==> config.mk <==
export PLATFORM = sky130hd
export DESIGN_NAME = alarm_input_conditioner
export DESIGN_NICKNAME = d
export VERILOG_FILES = /design/src/rtl/alarm_input_pkg.sv /design/src/rtl/input_debounce_channel.sv /design/src/rtl/alarm_input_conditioner.sv
export SDC_FILE = /design/constraint.sdc
export NUM_CORES = 1
export LEC_CHECK = 0
export ABC_AREA = 1
export CAP_MARGIN = 10
export CORE_MARGIN = 3
export CORE_UTILIZATION = 30
export DETAILED_ROUTE_END_ITERATION = 8
export HOLD_SLACK_MARGIN = 0.03
export PLACE_DENSITY = 0.55
export SLEW_MARGIN = 20
export SYNTH_ARGS = -nofsm -noshare
export SYNTH_HDL_FRONTEND = slang
export SYNTH_SLANG_ARGS = --single-unit
==> constraint.sdc <==
create_clock -name clock -period 2.7 [get_ports clock]
set_clock_uncertainty 0.1 [all_clocks]
set_input_delay 0.81 -clock clock [delete_from_list [all_inputs] [get_ports clock]]
set_output_delay 0.81 -clock clock [all_outputs]
set_load 0.005 [all_outputs]
==> src/rtl/alarm_input_pkg.sv <==
// Shared types and constants for the alarm input conditioner.
// Channel bit order is {passenger, driver, hidden, brake, ignition}.
package alarm_input_pkg;

  typedef enum logic {STABLE, PENDING} debounce_state_t;

  localparam int IGNITION_IDX  = 0;
  localparam int BRAKE_IDX     = 1;
  localparam int HIDDEN_IDX    = 2;
  localparam int DRIVER_IDX    = 3;
  localparam int PASSENGER_IDX = 4;

  // Doors idle closed (1); ignition, brake and hidden switch idle off (0).
  localparam logic [4:0] DEFAULT_RESET_LEVELS = 5'b11000;

  // Counter width able to hold 0..cycles.
  function automatic int cnt_width(input int cycles);
    return $clog2(cycles + 1);
  endfunction

endpackage

==> src/rtl/input_debounce_channel.sv <==
// One conditioned input bit: multi-flop synchronizer followed by a consecutive-sample debounce FSM.
// Optional edge pulses are built when ALARM_INPUT_EDGE_EN is defined.
module input_debounce_channel
  import alarm_input_pkg::*;
#(
  parameter int   SYNC_STAGES     = 2,
  parameter int   DEBOUNCE_CYCLES = 4,
  parameter logic RESET_LEVEL     = 1'b0
) (
  input  logic clock,
  input  logic systemReset,
  input  logic raw_i,
`ifdef ALARM_INPUT_EDGE_EN
  output logic rise_o,
  output logic fall_o,
`endif
  output logic clean_o
);

  localparam int               CNT_W    = cnt_width(DEBOUNCE_CYCLES);
  localparam logic [CNT_W-1:0] CNT_LAST = CNT_W'(DEBOUNCE_CYCLES - 1);

  logic [SYNC_STAGES-1:0] sync_q;
  logic                   sync_s;
  debounce_state_t        state_q, state_d;
  logic [CNT_W-1:0]       cnt_q, cnt_d;
  logic                   clean_q, clean_d;

  assign sync_s = sync_q[SYNC_STAGES-1];

  always_ff @(posedge clock) begin
    if (systemReset) begin
      sync_q  <= {SYNC_STAGES{RESET_LEVEL}};
      state_q <= STABLE;
      cnt_q   <= '0;
      clean_q <= RESET_LEVEL;
    end else begin
      sync_q  <= {sync_q[SYNC_STAGES-2:0], raw_i};
      state_q <= state_d;
      cnt_q   <= cnt_d;
      clean_q <= clean_d;
    end
  end

  // cnt tracks how many consecutive synchronized samples disagreed with clean_q.
  always_comb begin
    state_d = state_q;
    cnt_d   = cnt_q;
    clean_d = clean_q;
    case (state_q)
      STABLE: begin
        cnt_d = '0;
        if (sync_s != clean_q) begin
          if (DEBOUNCE_CYCLES == 1) begin
            clean_d = sync_s;
          end else begin
            cnt_d   = CNT_W'(1);
            state_d = PENDING;
          end
        end
      end
      PENDING: begin
        if (sync_s == clean_q) begin
          cnt_d   = '0;
          state_d = STABLE;
        end else if (cnt_q == CNT_LAST) begin
          clean_d = sync_s;
          cnt_d   = '0;
          state_d = STABLE;
        end else begin
          cnt_d = cnt_q + 1'b1;
        end
      end
    endcase
  end

  assign clean_o = clean_q;

`ifdef ALARM_INPUT_EDGE_EN
  logic rise_q, fall_q;

  // Pulses register alongside clean_q so they line up with the new level.
  always_ff @(posedge clock) begin
    if (systemReset) begin
      rise_q <= 1'b0;
      fall_q <= 1'b0;
    end else begin
      rise_q <= clean_d & ~clean_q;
      fall_q <= ~clean_d & clean_q;
    end
  end

  assign rise_o = rise_q;
  assign fall_o = fall_q;
`endif

endmodule

==> src/rtl/alarm_input_conditioner.sv <==
// Front-end for the anti-theft alarm: synchronizes and debounces each raw sensor level.
// Define ALARM_INPUT_EDGE_EN to add registered riseOut/fallOut pulse ports.
module alarm_input_conditioner
  import alarm_input_pkg::*;
#(
  parameter int                    NUM_INPUTS      = 5,
  parameter int                    SYNC_STAGES     = 2,
  parameter int                    DEBOUNCE_CYCLES = 4,
  parameter logic [NUM_INPUTS-1:0] RESET_LEVELS    = NUM_INPUTS'(DEFAULT_RESET_LEVELS)
) (
  input  logic                  clock,
  input  logic                  systemReset,
  input  logic [NUM_INPUTS-1:0] rawIn,
`ifdef ALARM_INPUT_EDGE_EN
  output logic [NUM_INPUTS-1:0] riseOut,
  output logic [NUM_INPUTS-1:0] fallOut,
`endif
  output logic [NUM_INPUTS-1:0] cleanOut
);

  generate
    for (genvar gi = 0; gi < NUM_INPUTS; gi++) begin : g_chan
      input_debounce_channel #(
        .SYNC_STAGES    (SYNC_STAGES),
        .DEBOUNCE_CYCLES(DEBOUNCE_CYCLES),
        .RESET_LEVEL    (RESET_LEVELS[gi])
      ) u_chan (
        .clock      (clock),
        .systemReset(systemReset),
        .raw_i      (rawIn[gi]),
`ifdef ALARM_INPUT_EDGE_EN
        .rise_o     (riseOut[gi]),
        .fall_o     (fallOut[gi]),
`endif
        .clean_o    (cleanOut[gi])
      );
    end
  endgenerate

endmodule

==> Word-level counts from Yosys, hierarchy flattened <==
Cells that the tools add are included.
{ "totals": {"in_bits": 7, "word_cells": 95, "ff_bits": 35, "out_inout_bits": 5} }
{ "classes": {"reduce_logical": 5, "addsub": 5, "n_bitwise": 10, "n_mux": 40, "eq_ne": 15} }
{ "ops": {"columns": ["op", "n"], "rows": [
  ["3-bit two-way mux", 10],
  ["3-bit case mux with 2 select lines", 5],
  ["1-bit two-way mux", 20],
  ["3-bit by 1-bit adder with 3-bit output (second input constant)", 5],
  ["3-bit by 2-bit == test with 1-bit output (second input constant)", 5],
  ["3-bit AND reduction", 5],
  ["1-bit inverter", 10],
  ["1-bit case mux with 2 select lines", 5],
  ["1-bit == test", 5],
  ["1-bit inequality test", 5]
]} }

==> Logic depth before layout (Yosys ltp) <==
{ "depth": {"depth_word": 4, "depth_mapped": 6, "depth_no_buf": 6} }

==> Modules after synthesis <==
From an unflattened synthesis, not the netlist that was laid out.
{ "hier_totals": {"cells_unflattened": 174, "hier_area_um2": 1360.1} }
{ "by_module_without_submodules": {"columns": ["mod", "instances", "area_per_inst_um2", "seq_area_each_um2", "cells_per_inst"], "rows": [
  ["input_debounce_channel (g_chan[0].u_chan ...)", 3, 274.0, 140.1, 36],
  ["input_debounce_channel (g_chan[3].u_chan ...)", 2, 269.0, 140.1, 33]
]} }

==> Worst setup path after synthesis <==
Ideal clock, no wire load.
{ "synth_path": {"path_kind": "input-to-reg", "from": "input systemReset", "to": "register g_chan[3].u_chan.sync_q[1]", "path_slack_ns": 1.214, "arrival_ns": 1.266, "setup_time_ns": 0.120, "path_stages": 3, "t_required_ns": 2.480, "path_buffers": 2, "cell_sequence": "buf_6 buf_8 or2_1"} }
{ "synth_lines": {"columns": ["item", "line", "rtl"], "rows": [
  ["from (decl)", "alarm_input_conditioner.sv:12", "input logic systemReset,"],
  ["to (signal assigned)", "input_debounce_channel.sv:33", "sync_q <= {SYNC_STAGES{RESET_LEVEL}};"],
  ["to (signal assigned)", "input_debounce_channel.sv:38", "sync_q <= {sync_q[SYNC_STAGES-2:0], raw_i};"],
  ["to (decl)", "input_debounce_channel.sv:23", "logic [SYNC_STAGES-1:0] sync_q;"]
]} }
No word-level cell between the ends.

==> Worst setup path after layout <==
{ "layout_path": {"from": "register g_chan[4].u_chan.clean_q", "to": "output cleanOut[4]"} }
{ "layout_lines": {"columns": ["item", "line", "rtl"], "rows": [
  ["from (decl)", "input_debounce_channel.sv:27", "logic clean_q, clean_d;"],
  ["from (signal assigned)", "input_debounce_channel.sv:41", "clean_q <= clean_d;"],
  ["to (decl)", "alarm_input_conditioner.sv:18", "output logic [NUM_INPUTS-1:0] cleanOut"]
]} }
No word-level cell between the ends.

==> flow_metrics.env <==
export IMPL_status="complete, no violations"
export IMPL_finalWorstSetupSlack_ns=0.5881
export IMPL_cts_resized=0
export IMPL_endpoint_kind="output port"
export IMPL_wl_mm=1.801
export IMPL_ioPinCount=12
export IMPL_n_antenna_cell=0
export IMPL_drc=0
export IMPL_setup_viol=0
export IMPL_syn_area_per_cell_um2=8.297
export IMPL_cpMaxStageDelayCell="clkdlybuf4s50_1"
export IMPL_yosysWarnings=0
export IMPL_fin_crit_ns=2.112
export IMPL_synth_top_family_by_area="simple AND/OR/NAND/NOR gates"
export IMPL_critical_path_class="reg2out"
export IMPL_mostFrequentLayoutCells="nor2_1, dfxtp_1, inv_1"
export IMPL_dr_pass1_iters=4
export IMPL_grtUsageTotal=0.07813
export IMPL_fillCellCount=458
export IMPL_clkLatencyLatePin_ns=0.28
export IMPL_cts_max_level=2
export IMPL_grt_pass1_vias=812
export IMPL_tightestPinTransition_ns=0.2236
export IMPL_path_clk_slew_ns=0.06
export IMPL_worst_path_max_fanout=4
export IMPL_numCtsBuffers=5
export IMPL_overflow=0
export IMPL_cp_required_ns=1.79
export IMPL_power_density_mw_per_mm2=574.5
export IMPL_synth_xor_area_frac=0
export IMPL_fp_coreArea_mm2=0.004414
export IMPL_yosysSeqAreaShare=0.5027
export IMPL_design_die_area_mm2=0.005500
export IMPL_final_common_cell="nor2_1"
export IMPL_cp_top_family="buffers and inverters"
export IMPL_rsz0062_at_grt="false"
export IMPL_fmax_ghz=0.4735
export IMPL_synthMuxAreaShare=0
export IMPL_slew_violations=0
export IMPL_gp_congestion=0.7065
export IMPL_cp_start_kind="flop"
export IMPL_routedWlPerCell_um=7.730
export IMPL_io_buffers=11
export IMPL_fin_setup_tns_ns=0
export IMPL_grt_pass1_wl_mm=3.208
export IMPL_grt_max_degree=19
export IMPL_dp_hpwl_mm=1.351
export IMPL_syn_nets=185
export IMPL_hp_class="reg2reg"
export IMPL_final_net_count=197
export IMPL_root_buffer="clkbuf_8"
export IMPL_antenna_found_initial=0
export IMPL_ys_types=18
export IMPL_critPathArrivalTime_ns=1.20
export IMPL_hold_buffers=0
export IMPL_num_vias=898
export IMPL_die_h_um=74.16
export IMPL_clockBufferDepth=2
export IMPL_slew_headroom=0.8509
export IMPL_dp_cells=225
export IMPL_synthToLayoutAreaGrowth_pct=14.36
export IMPL_start_util=0.3158
export IMPL_vdd_drop_max_mv=0.2589
export IMPL_cts_sinks=35
export IMPL_final_cells=233
export IMPL_cts_setup_buffers=0
export IMPL_maxCapViolations=0
export IMPL_drive_above_1_share=0.08840
export IMPL_cts_tree="yes"
export IMPL_fin_util=0.3611
export IMPL_preCtsSetupSlack_ns=0.7037
export IMPL_finalCritPeriodShare=0.7822
export IMPL_via_per_inst=3.854
export IMPL_synth_seq_cells=35
export IMPL_worst_path_buf_inv=1
export IMPL_ant_nets=0
export IMPL_synth_compound_area_share=0.03770
export IMPL_slowest_delay_ns=0.53
export IMPL_rows=24
export IMPL_yosys_area_share_simple=0.2397
export IMPL_leakage_nw=0.7454
export IMPL_synthCells=168
export IMPL_synth_adder_area_share=0.08977
export IMPL_drtIter0Drc=43
export IMPL_synth_area_mm2=0.001394
export IMPL_dieWidth_um=74.16
export IMPL_hold_viol_final=0
export IMPL_cp_cell_sequence="clkdlybuf4s50_1"
metal layers:
layer | GRT usage | wire, um
met5 | 0 | 0
met4 | 0.03622 | 13
met2 | 0.1240 | 784
met1 | 0.08430 | 892
met3 | 0.04459 | 111
final cells by class:
class                           count  area [um^2]  share of cell area
Clock buffer                        7        76.32             0.04788
Clock inverter                      1        5.005            0.003140
Inverter                           30        117.6             0.07378
Multi-Input combinational cell     96        511.7              0.3210
Sequential cell                    35        700.7              0.4396
Tap cell                           52        65.06             0.04082
Timing Repair Buffer               12        117.6             0.07378
kinds of logic (layout without fill, tap and decap cells):
kind of cell,Yosys count,after routing
buffers and inverters,37,50
AO/OA/AOI/OAI,9,9
flip-flops,35,35
AND/OR/NAND/NOR,77,77
adder cells (fa/ha/maj),10,10
through the flow:
| stage | total power [mW] | hold WS (ns) | cell area, um^2 |
|---|---|---|---|
| after floorplan | 0.5692 | 0.2832 | 1394 |
| after global placement | 0.5796 | 0.2873 | 1513 |
| after detailed placement | 0.5799 | 0.2906 | 1513 |
| after CTS | 0.9360 | 0.3056 | 1594 |
| after global routing | 0.9595 | 0.3189 | 1594 |
| final | 0.9158 | 0.3026 | 1594 |
where the power goes:
group	internal, mW	total [mW]	switching [mW]
combinational	0.0178	0.0342	0.0165
clock	0.181	0.348	0.168
sequential	0.527	0.533	0.00599
total	0.726	0.916	0.190
registers in the layout, summed over array words and instances, names as in the netlist:
name,flops
g_chan.u_chan.cnt_q,15
g_chan.u_chan.sync_q,10
g_chan.u_chan.clean_o,5
g_chan.u_chan.state_q,5
Yosys cell counts (all sizes together):
cell | n | area [um^2]
or2 | 6 | 37.53
inv | 30 | 117.6
dfxtp | 35 | 700.7
nand3 | 6 | 30.03
a21oi | 6 | 37.54
nor2 | 41 | 156.4
ha | 10 | 125.1
nor3b | 2 | 25.02
o21ai | 3 | 15.01
nand2 | 22 | 85.09
buf | 7 | 63.81
path summary, 6_finish.rpt:
check	startpoint	end	slack, ns	cells past startpoint
min	g_chan[1].u_chan.sync_q[0]$_SDFF_PP0_	g_chan[1].u_chan.sync_q[1]$_SDFF_PP0_	0.30	2
min reg2reg	g_chan[1].u_chan.sync_q[0]$_SDFF_PP0_	g_chan[1].u_chan.sync_q[1]$_SDFF_PP0_	0.30	2
max	g_chan[4].u_chan.clean_o$_SDFFE_PP1P_	cleanOut[4]	0.59	1
max reg2reg	g_chan[1].u_chan.cnt_q[0]$_SDFF_PP0_	g_chan[1].u_chan.cnt_q[2]$_SDFF_PP0_	1.42	5
Power figures use the tool's default switching activity.
